$ cat src/rtl/sum_arbiter_pkg.sv
// ============================================================================
// Module  : sum_arbiter_pkg
// Purpose : Shared types and defaults for the triangular-sum arbiter.
//           The engine FSM encoding and the default widths live here.
//           The widths are also shared with the sum/BCD display path.
// Ports   : none (package)
// Revision: 1.0 - initial release
// ============================================================================
`default_nettype none

package sum_arbiter_pkg;

  // Engine FSM encoding
  typedef enum logic [1:0] {
    S_IDLE = 2'd0,
    S_RUN  = 2'd1,
    S_DONE = 2'd2
  } state_t;

  // Default geometry. SUM_W >= 2*N_W guarantees the sum cannot overflow.
  localparam int DEF_NUM_REQ = 2;
  localparam int DEF_N_W     = 4;
  localparam int DEF_SUM_W   = 8;

endpackage

`default_nettype wire

$ cat src/rtl/sum_arbiter_if.sv
// ============================================================================
// Module  : sum_arbiter_if
// Purpose : Request/result bundle between the requesters and the shared
//           triangular-sum engine.
// Signals : req       - per-requester request level
//           n_in      - packed N values, slice i belongs to req[i]
//           ack       - one-cycle accept pulse, one-hot
//           busy      - engine occupied (RUN or DONE)
//           res_valid - one-cycle result pulse
//           res_id    - owner of the result (held)
//           res_sum   - triangular sum (held)
// Modports: master (requester side), slave (engine side)
// Revision: 1.0 - initial release
// ============================================================================
`default_nettype none

interface sum_arbiter_if #(
  parameter int NUM_REQ = 2,
  parameter int N_W     = 4,
  parameter int SUM_W   = 8,
  parameter int ID_W    = $clog2(NUM_REQ)
);
  logic [NUM_REQ-1:0]     req;
  logic [NUM_REQ*N_W-1:0] n_in;
  logic [NUM_REQ-1:0]     ack;
  logic                   busy;
  logic                   res_valid;
  logic [ID_W-1:0]        res_id;
  logic [SUM_W-1:0]       res_sum;

  modport master (
    output req, n_in,
    input  ack, busy, res_valid, res_id, res_sum
  );

  modport slave (
    input  req, n_in,
    output ack, busy, res_valid, res_id, res_sum
  );
endinterface

`default_nettype wire

$ cat src/rtl/sum_arbiter_rr.sv
// ============================================================================
// Module  : sum_arbiter_rr
// Purpose : Combinational round-robin arbiter. The winner is the first set
//           request scanning upward from ptr+1, wrapping through 0..ptr.
// Ports   : req_i     - request vector
//           ptr_i     - id of the last winner
//           grant_o   - one-hot grant
//           gid_o     - binary id of the grant
//           valid_o   - at least one request present
// Revision: 1.0 - initial release
// ============================================================================
`default_nettype none

module sum_arbiter_rr #(
  parameter int NUM_REQ = 2,
  parameter int ID_W    = $clog2(NUM_REQ)
) (
  input  wire logic [NUM_REQ-1:0] req_i,
  input  wire logic [ID_W-1:0]    ptr_i,
  output logic      [NUM_REQ-1:0] grant_o,
  output logic      [ID_W-1:0]    gid_o,
  output logic                    valid_o
);

  // Two passes: ids above the pointer take precedence over the wrapped range.
  always_comb begin
    grant_o = '0;
    gid_o   = '0;
    valid_o = 1'b0;
    for (int j = 0; j < NUM_REQ; j++) begin
      if (!valid_o && req_i[j] && (ID_W'(j) > ptr_i)) begin
        valid_o    = 1'b1;
        grant_o[j] = 1'b1;
        gid_o      = ID_W'(j);
      end
    end
    for (int j = 0; j < NUM_REQ; j++) begin
      if (!valid_o && req_i[j] && (ID_W'(j) <= ptr_i)) begin
        valid_o    = 1'b1;
        grant_o[j] = 1'b1;
        gid_o      = ID_W'(j);
      end
    end
  end

endmodule

`default_nettype wire

$ cat src/rtl/sum_arbiter.sv
// ============================================================================
// Module  : sum_arbiter
// Purpose : Shares one iterative triangular-sum engine (S = 1+2+...+N)
//           between NUM_REQ requesters with round-robin arbitration and a
//           tagged one-cycle result pulse.
// Ports   : clk_i  - clock, rising edge
//           rst_ni - asynchronous active-low reset
//           bus    - sum_arbiter_if.slave (req/n_in in; ack/busy/res_* out)
// Revision: 1.0 - initial release
// ============================================================================
`default_nettype none

module sum_arbiter
  import sum_arbiter_pkg::*;
#(
  parameter int NUM_REQ = DEF_NUM_REQ,
  parameter int N_W     = DEF_N_W,
  parameter int SUM_W   = DEF_SUM_W,
  parameter int ID_W    = $clog2(NUM_REQ)
) (
  input wire logic clk_i,
  input wire logic rst_ni,
  sum_arbiter_if.slave bus
);

  state_t             state_q, state_d;
  logic [ID_W-1:0]    ptr_q, ptr_d;
  logic [ID_W-1:0]    gid_q, gid_d;
  logic [N_W-1:0]     n_lat_q, n_lat_d;
  logic [SUM_W-1:0]   acc_q, acc_d;
  logic [SUM_W-1:0]   ctr_q, ctr_d;
  logic [NUM_REQ-1:0] ack_q, ack_d;
  logic               res_valid_q, res_valid_d;
  logic [ID_W-1:0]    res_id_q, res_id_d;
  logic [SUM_W-1:0]   res_sum_q, res_sum_d;

  logic [NUM_REQ-1:0] grant;
  logic [ID_W-1:0]    grant_id;
  logic               any_req;
  logic [N_W-1:0]     n_sel;

  sum_arbiter_rr #(
    .NUM_REQ (NUM_REQ),
    .ID_W    (ID_W)
  ) u_rr (
    .req_i   (bus.req),
    .ptr_i   (ptr_q),
    .grant_o (grant),
    .gid_o   (grant_id),
    .valid_o (any_req)
  );

  // Pick the N slice belonging to the one-hot winner.
  always_comb begin
    n_sel = '0;
    for (int j = 0; j < NUM_REQ; j++) begin
      if (grant[j]) begin
        n_sel = bus.n_in[j*N_W +: N_W];
      end
    end
  end

  always_comb begin
    state_d     = state_q;
    ptr_d       = ptr_q;
    gid_d       = gid_q;
    n_lat_d     = n_lat_q;
    acc_d       = acc_q;
    ctr_d       = ctr_q;
    ack_d       = '0;
    res_valid_d = 1'b0;
    res_id_d    = res_id_q;
    res_sum_d   = res_sum_q;
    unique case (state_q)
      S_IDLE: begin
        if (any_req) begin
          n_lat_d = n_sel;
          gid_d   = grant_id;
          ptr_d   = grant_id;
          ack_d   = grant;
          acc_d   = '0;
          ctr_d   = SUM_W'(1);
          state_d = S_RUN;
        end
      end
      S_RUN: begin
        // One addend per cycle; the first miss moves on to publish.
        if (ctr_q <= SUM_W'(n_lat_q)) begin
          acc_d = acc_q + ctr_q;
          ctr_d = ctr_q + SUM_W'(1);
        end else begin
          state_d = S_DONE;
        end
      end
      S_DONE: begin
        res_sum_d   = acc_q;
        res_id_d    = gid_q;
        res_valid_d = 1'b1;
        state_d     = S_IDLE;
      end
      default: state_d = S_IDLE;
    endcase
  end

  // Pointer resets to the last id so requester 0 wins the first grant.
  always_ff @(posedge clk_i or negedge rst_ni) begin
    if (!rst_ni) begin
      state_q     <= S_IDLE;
      ptr_q       <= ID_W'(NUM_REQ - 1);
      gid_q       <= '0;
      n_lat_q     <= '0;
      acc_q       <= '0;
      ctr_q       <= '0;
      ack_q       <= '0;
      res_valid_q <= 1'b0;
      res_id_q    <= '0;
      res_sum_q   <= '0;
    end else begin
      state_q     <= state_d;
      ptr_q       <= ptr_d;
      gid_q       <= gid_d;
      n_lat_q     <= n_lat_d;
      acc_q       <= acc_d;
      ctr_q       <= ctr_d;
      ack_q       <= ack_d;
      res_valid_q <= res_valid_d;
      res_id_q    <= res_id_d;
      res_sum_q   <= res_sum_d;
    end
  end

  assign bus.ack       = ack_q;
  assign bus.busy      = (state_q != S_IDLE);
  assign bus.res_valid = res_valid_q;
  assign bus.res_id    = res_id_q;
  assign bus.res_sum   = res_sum_q;

endmodule

`default_nettype wire
$ cat src/flat_wrapper.sv
// flat-port wrapper written by rule: the top's interface ports become plain ports
module sum_arbiter_flat import sum_arbiter_pkg::*;
#(
  parameter int NUM_REQ = DEF_NUM_REQ,
  parameter int N_W     = DEF_N_W,
  parameter int SUM_W   = DEF_SUM_W,
  parameter int ID_W    = $clog2(NUM_REQ)
)
  (clk_i, rst_ni, bus_req, bus_n_in, bus_ack, bus_busy, bus_res_valid, bus_res_id, bus_res_sum);
  sum_arbiter_if #(.NUM_REQ(NUM_REQ), .N_W(N_W), .SUM_W(SUM_W), .ID_W(ID_W)) bus_i ();
  input wire logic clk_i;
  input wire logic rst_ni;
  input wire logic [$bits(bus_i.req)-1:0] bus_req;
  input wire logic [$bits(bus_i.n_in)-1:0] bus_n_in;
  output wire logic [$bits(bus_i.ack)-1:0] bus_ack;
  output wire logic [$bits(bus_i.busy)-1:0] bus_busy;
  output wire logic [$bits(bus_i.res_valid)-1:0] bus_res_valid;
  output wire logic [$bits(bus_i.res_id)-1:0] bus_res_id;
  output wire logic [$bits(bus_i.res_sum)-1:0] bus_res_sum;
  assign bus_i.req = bus_req;
  assign bus_i.n_in = bus_n_in;
  assign bus_ack = bus_i.ack;
  assign bus_busy = bus_i.busy;
  assign bus_res_valid = bus_i.res_valid;
  assign bus_res_id = bus_i.res_id;
  assign bus_res_sum = bus_i.res_sum;
  sum_arbiter #(.NUM_REQ(NUM_REQ), .N_W(N_W), .SUM_W(SUM_W), .ID_W(ID_W)) u_core (.clk_i(clk_i), .rst_ni(rst_ni), .bus(bus_i));
endmodule
$ cat config.mk
export PLATFORM = sky130hd
export DESIGN_NAME = sum_arbiter_flat
export DESIGN_NICKNAME = d
export VERILOG_FILES = /design/src/rtl/sum_arbiter_pkg.sv /design/src/rtl/sum_arbiter_if.sv /design/src/rtl/sum_arbiter_rr.sv /design/src/rtl/sum_arbiter.sv /design/src/flat_wrapper.sv
export SDC_FILE = /design/constraint.sdc
export NUM_CORES = 1
export LEC_CHECK = 0
export CAP_MARGIN = 30
export CORE_ASPECT_RATIO = 1.2
export CORE_MARGIN = 3
export CORE_UTILIZATION = 31
export CTS_CLUSTER_DIAMETER = 200
export DETAILED_ROUTE_END_ITERATION = 10
export PLACE_DENSITY_LB_ADDON = 0.3
export REMOVE_ABC_BUFFERS = 1
export SYNTH_ARGS = -nofsm -noshare
export SYNTH_HDL_FRONTEND = slang
export SYNTH_SLANG_ARGS = --single-unit
$ cat constraint.sdc
create_clock -name clk_i -period 2.65 [get_ports clk_i]
set_input_delay 0.53 -clock clk_i [delete_from_list [all_inputs] [get_ports clk_i]]
set_output_delay 0.53 -clock clk_i [all_outputs]
set_load 0.05 [all_outputs]
* After elaboration in Yosys (flattened, before gate mapping)
Index checks and enable logic that the tools add are counted.
** Operators by class
- Add/subtract/negate cells :: 2
- Order comparisons :: 5
- Eq/ne operators :: 5
- Muxes and demuxes :: 23
- Reduce and logical (&&, ||, !) cells :: 16
** Operators by type and width (count)
- 2-to-1 mux 8 bit :: 4
- one-hot mux 8 bit (2 select lines) :: 2
- 2-to-1 mux 1 bit :: 10
- adder 8 x 1 -> 8 bit (second input constant) :: 1
- adder 8 bit :: 1
- less-or-equal comparator 8 x 4 -> 1 bit :: 1
- 2-to-1 mux 2 bit :: 4
- 2-to-1 mux 4 bit :: 2
- logical AND 1 bit :: 7
- != test 2 x 1 -> 1 bit (second input constant) :: 2
- one-hot mux 2 bit (2 select lines) :: 1
- AND reduction 2 bit :: 2
- nonzero test 2 bit :: 2
- zero test 1 bit :: 3
- AND reduction 3 bit :: 1
- equality test 2 x 1 -> 1 bit (second input constant) :: 1
- equality test 2 bit (second input constant) :: 1
- > comparator 1 bit (first input constant) :: 2
- less-or-equal comparator 1 bit (first input constant) :: 2
- zero test 2 bit :: 1
- != test 2 bit (second input constant) :: 1
** Word-level totals
- Register bits :: 36
- Output and inout port bits :: 13
- Word-level logic and storage cells :: 61

* Logic depth before layout (Yosys ltp)
- Depth after elaboration :: 17
- Depth in mapped cells :: 8
- Depth with buffers taken out :: 7

* By module
Synthesis repeated with hierarchy kept, for this count alone.
** Unflattened totals
- Cells, all modules :: 187
- Area, all modules :: 1845.5 um^2
** Modules (own cells, without submodules)
- sum_arbiter :: times used 1, cells an instance 182, area an instance 1813.0 um^2, seq. area each 902.1 um^2
- sum_arbiter_rr :: times used 1, cells an instance 5, area an instance 32.5 um^2, seq. area each 0.0 um^2

* Least setup slack after synthesis
OpenSTA, ideal clock, no wires.
- Path kind :: register to register
- Start point :: register u_core.ctr_q[0]
- End point :: register u_core.acc_q[6]
- Arrival time :: 1894 ps
- Path slack :: 622 ps
- Cell stages (with the launch flop) :: 8
- Buffers on the path :: 0
- Cell sequence :: dfrtp_1 ha_1 fa_1 a21o_1 a311o_1 a21oi_1 xor2_1 o21ai_0
** Between the ends
- Word-level cells in the longest chain between the ends :: 3
- Elaborated cells on any way between the ends :: 6
** Ends and longest elaborated chain
- start: declaration :: line sum_arbiter.sv:31 : logic [SUM_W-1:0] ctr_q, ctr_d;
- start signal: assignment :: line sum_arbiter.sv:124 : ctr_q <= ctr_d;
- adder 8 bit / less-or-equal comparator 8 x 4 -> 1 bit (equally long branches) :: line sum_arbiter.sv:89, sum_arbiter.sv:88
- 2-to-1 mux 8 bit / != test 2 x 1 -> 1 bit (equally long branches)
- one-hot mux 8 bit (2 select lines) / AND reduction 3 bit (equally long branches)
- end signal: assignment :: line sum_arbiter.sv:112 : acc_q <= '0;
- end signal: assignment :: line sum_arbiter.sv:123 : acc_q <= acc_d;
- end: declaration :: line sum_arbiter.sv:30 : logic [SUM_W-1:0] acc_q, acc_d;
Several ways; a longest one is shown, not always the timed one. The select of a mux whose other input is x is not followed.
A chain may end at the register's enable or synchronous reset.

* Worst setup path in the final report
- Start point :: register u_core.ctr_q[1]
- End point :: register u_core.ctr_q[3]
** Between the ends
- Word-level cells in the longest chain between the ends :: 3
- Elaborated cells on any way between the ends :: 6
** Ends and longest elaborated chain (line)
- adder 8 x 1 -> 8 bit / less-or-equal comparator 8 x 4 -> 1 bit (equally long branches) :: sum_arbiter.sv:90, sum_arbiter.sv:88
- 2-to-1 mux 8 bit / != test 2 x 1 -> 1 bit (equally long branches)
- one-hot mux 8 bit (2 select lines) / AND reduction 3 bit (equally long branches)
Several ways; a longest one is shown, not always the timed one. The select of a mux whose other input is x is not followed.

==> impl_metrics.yaml <==
run_status:
  status: "completed"
synth:
  synth_area_sq_um: 1800
  yosys_warnings: 0
  synthSimpleGateAreaFrac_pct: 10.5
  synth-compound-area-share_pct: 16.3
  yosysSeqAreaShare_pct: 50.0
  synth_fa_ha_area_share_pct: 9.43
  yosysUniqueCellTypes: 37
  async_flop_share_pct: 100
  synth_cells: 161
  synthFlopType: "dfrtp_1"
  synth_xor_area_share_pct: 2.43
  synthMuxAreaShare_pct: 6.80
  synth_area_leader_cell: "dfrtp_1"
  synth_edf_count: 0
  avgSynthCellArea_sq_um: 11.2
  synth_top_area_share_pct: 48.5
  synth-seq-cells: 36
  synthTopCellsByArea: "dfrtp_1 49%, ha_1 8.3%, mux2_2 6.2%, o21ai_0 4.2%, inv_1 2.9%"
  synth_top_family_by_area: "compound AO/OA/AOI/OAI gates"
clock_tree:
  root_buffer: "clkbuf_8"
  numCtsBuffers: 5
  cts_setup_buffers: 0
  cts_num_sinks: 36
  cts-resized-gates: 0
  ctsHoldBuffers: 0
  clk_latency_ns: 0.29
  cts_max_level: 2
  cts_buffer_depth: 2
  cts_tree: "built"
  clk_pin_slew_worst_paths_ns: 0.08
floorplanning:
  core_sq_um: 5440
  die_w_um: 75.6
  fp.dieArea_sq_um: 6780
  start_util_pct: 33.1
  die_h_um: 89.6
  placementRows: 29
  num_io_pins: 25
timing:
  relSlewSlack_pct: 45.3
  finalSetupTns_ns: 0
  worst_clock_skew_ns: 0.00821
  fin_crit_sh_pct: 81.8
  final_hold_viol_count: 0
  slew_violations: 0
  tightest_slew_ns: 0.821
  fmax_ghz: 0.461
  rsz0062_at_grt: "no"
  setup_viol: 0
  period_minus_slack_ns: 2.17
critical_path:
  crit_fanout: 11
  end_kind: "register"
  crit_type: "register to register"
  cp_data_arrival_time_ns: 2.39
  cp_top_family: "compound AO/OA/AOI/OAI gates"
  crit_required_ns: 2.87
  worstSetupStartpointType: "register"
  worstPathCellList: "ha_1 > nor2b_1 > a2111oi_4 > o21ai_2 > or3_1 > a21boi_1"
  crit_buf_inv: 0
  cpPeakStageDelay_ns: 0.47
  slowest_stage: "dfrtp_1"
layout:
  antennaDiodeCount: 0
  drive_gt1_share_pct: 14.7
  layout.cells.non_filler: 253
  syn_to_final_growth_pct: 24.3
  nNetsFinal: 215
power:
  pwr-share-clk_pct: 19.6
  ir_drop_mv: 0.402
  pwr_density_cell_nw_per_um2: 1210
  power.share.switching_pct: 40.8
  combPwrFrac_pct: 48.5
  switchingPower_mw: 1.11
  p_leak_nw: 1.07
  cellInternalPower_mw: 1.61
  seqPwrFrac_pct: 31.9
detailed_routing:
  first_pass_iters: 4
  drtIter0Drc: 69
  wire_per_inst_um: 13.7
  vias: 1274
  wl_mm: 3.47
  vias_per_cell: 5.04
  ant_nets: 0
  drcViolationCount: 0
global_route:
  grt_util_all_layers_pct: 12.0
  grt_pass1_vias: 1287
  antenna_found_initial: 0
  grt_overflow: 0
  grt_max_degree: 37
  grt_pass1_wl_mm: 6.08
hold_path:
  hp-class: "primary input to asynchronous set/reset pin"
flow_run:
  maxCapViolations: 0
place:
  gp_congestion: 0.745
  hpwlAfterDp_mm: 2.47
  dp_cells: 245
  port_buffers: 24
-- layout make-up --
class / count / area [sq um]
Inverter: 14 / 52.6
Clock inverter: 1 / 30.0
Timing Repair Buffer: 28 / 265
Sequential cell: 36 / 902
Clock buffer: 7 / 96.3
Tap cell: 62 / 77.6
Multi-Input combinational cell: 105 / 820
Fill cell: 534 / 3200
-- worst paths after layout --
| check | startpoint | to | slack [ns] | cells past startpoint |
|---|---|---|---|---|
| worst max-delay path | u_core.ctr_q[1] | u_core.ctr_q[3] | 0.48 | 6 |
| worst min-delay path | rst_ni | u_core.bus.res_sum[7] | 0.33 | 1 |
| worst max register to register | u_core.ctr_q[1] | u_core.ctr_q[3] | 0.48 | 6 |
| worst min register to register | u_core.gid_q | u_core.gid_q | 0.48 | 1 |
| max in group asynchronous | rst_ni | u_core.ctr_q[4] | 1.81 | 1 |
| min in group clk_i | u_core.gid_q | u_core.gid_q | 0.48 | 1 |
-- state kept, by name, summed over array words and instances, names as in the netlist --
signal / cells
u_core.bus.res_sum: 8
u_core.gid_q: 1
u_core.bus.res_valid: 1
u_core.bus.ack: 2
u_core.bus.res_id: 1
u_core.n_lat_q: 4
u_core.ptr_q: 1
u_core.acc_q: 8
u_core.state_q: 2
u_core.ctr_q: 8
-- cell families after synthesis --
logic type	Yosys count
AO/OA/AOI/OAI	41
flip-flops	36
AND/OR/NAND/NOR	35
buffers and inverters	20
adder cells (fa/ha/maj)	13
multiplexers	11
XOR/XNOR	5
-- layer usage --
metal  up-vias  global-route usage [%]  part of all wire, %
met1       608                    15.2                   47
met5         -                       0                    0
met4         0                    4.29                  1.6
met2        24                    18.9                   46
li1        637                       -                    -
met3         5                    4.01                  5.3
-- Yosys cell counts, drive strengths merged (2+ instances only) --
cell and n:
o21ai 16, mux2 10, ha 12, o211ai 2, and2 4, a222oi 4
o21a 2, xor2 3, nand2 5, xnor2 2, a21o 4, dfrtp 35
clkbuf 5, a21oi 6, nand3 10, nor2 7, inv 14, nor2b 3
-- cells in the final DEF (no fill, tap or decap), types with 2 or more instances in the layout --
| cell type | synthesis | final |
|---|---|---|
| o211ai_1 | 2 | 2 |
| inv_1 | 14 | 14 |
| mux2_2 | 10 | 10 |
| dfrtp_1 | 35 | 35 |
| buf_4 | 0 | 4 |
| o21a_1 | 2 | 2 |
| o21ai_0 | 15 | 14 |
| nand3_1 | 10 | 10 |
| clkbuf_8 | 0 | 7 |
| nor2_1 | 6 | 6 |
| a21oi_1 | 6 | 6 |
| and2_1 | 4 | 4 |
| a21o_1 | 4 | 4 |
| clkdlybuf4s50_1 | 0 | 23 |
| nand2_1 | 5 | 5 |
| nor2b_1 | 3 | 3 |
| xnor2_1 | 2 | 2 |
| a222oi_1 | 4 | 4 |
| ha_1 | 12 | 12 |
| xor2_1 | 3 | 3 |
-- metrics by stage --
| step | area, sq um | setup WS [ns] | util (%) | power, mW | hold slack, ns |
|---|---|---|---|---|---|
| 5_1_grt | 2240 | 0.321 | 41.2 | 2.98 | 0.390 |
| 6_report | 2240 | 0.482 | 41.2 | 2.72 | 0.330 |
| 2_1_floorplan | 1770 | 0.386 | - | 1.81 | 0.234 |
| 4_1_cts | 2240 | 0.463 | 41.2 | 2.76 | 0.359 |
| 3_3_place_gp | 2120 | 0.527 | 38.9 | 2.21 | 0.457 |
| 3_5_place_dp | 2120 | 0.493 | 38.9 | 2.22 | 0.466 |
-- power by group through the flow --
stage                     Combinational, mW  Clock, mW  Sequential, mW
after detailed placement               1.34          0           0.881
after global routing                   1.50      0.574           0.899
after floorplan                       0.738          0            1.08
after CTS                              1.34      0.549           0.872
after global placement                 1.33          0           0.879
final                                  1.32      0.534           0.869
Note: power is estimated with default switching activity, not from simulation.
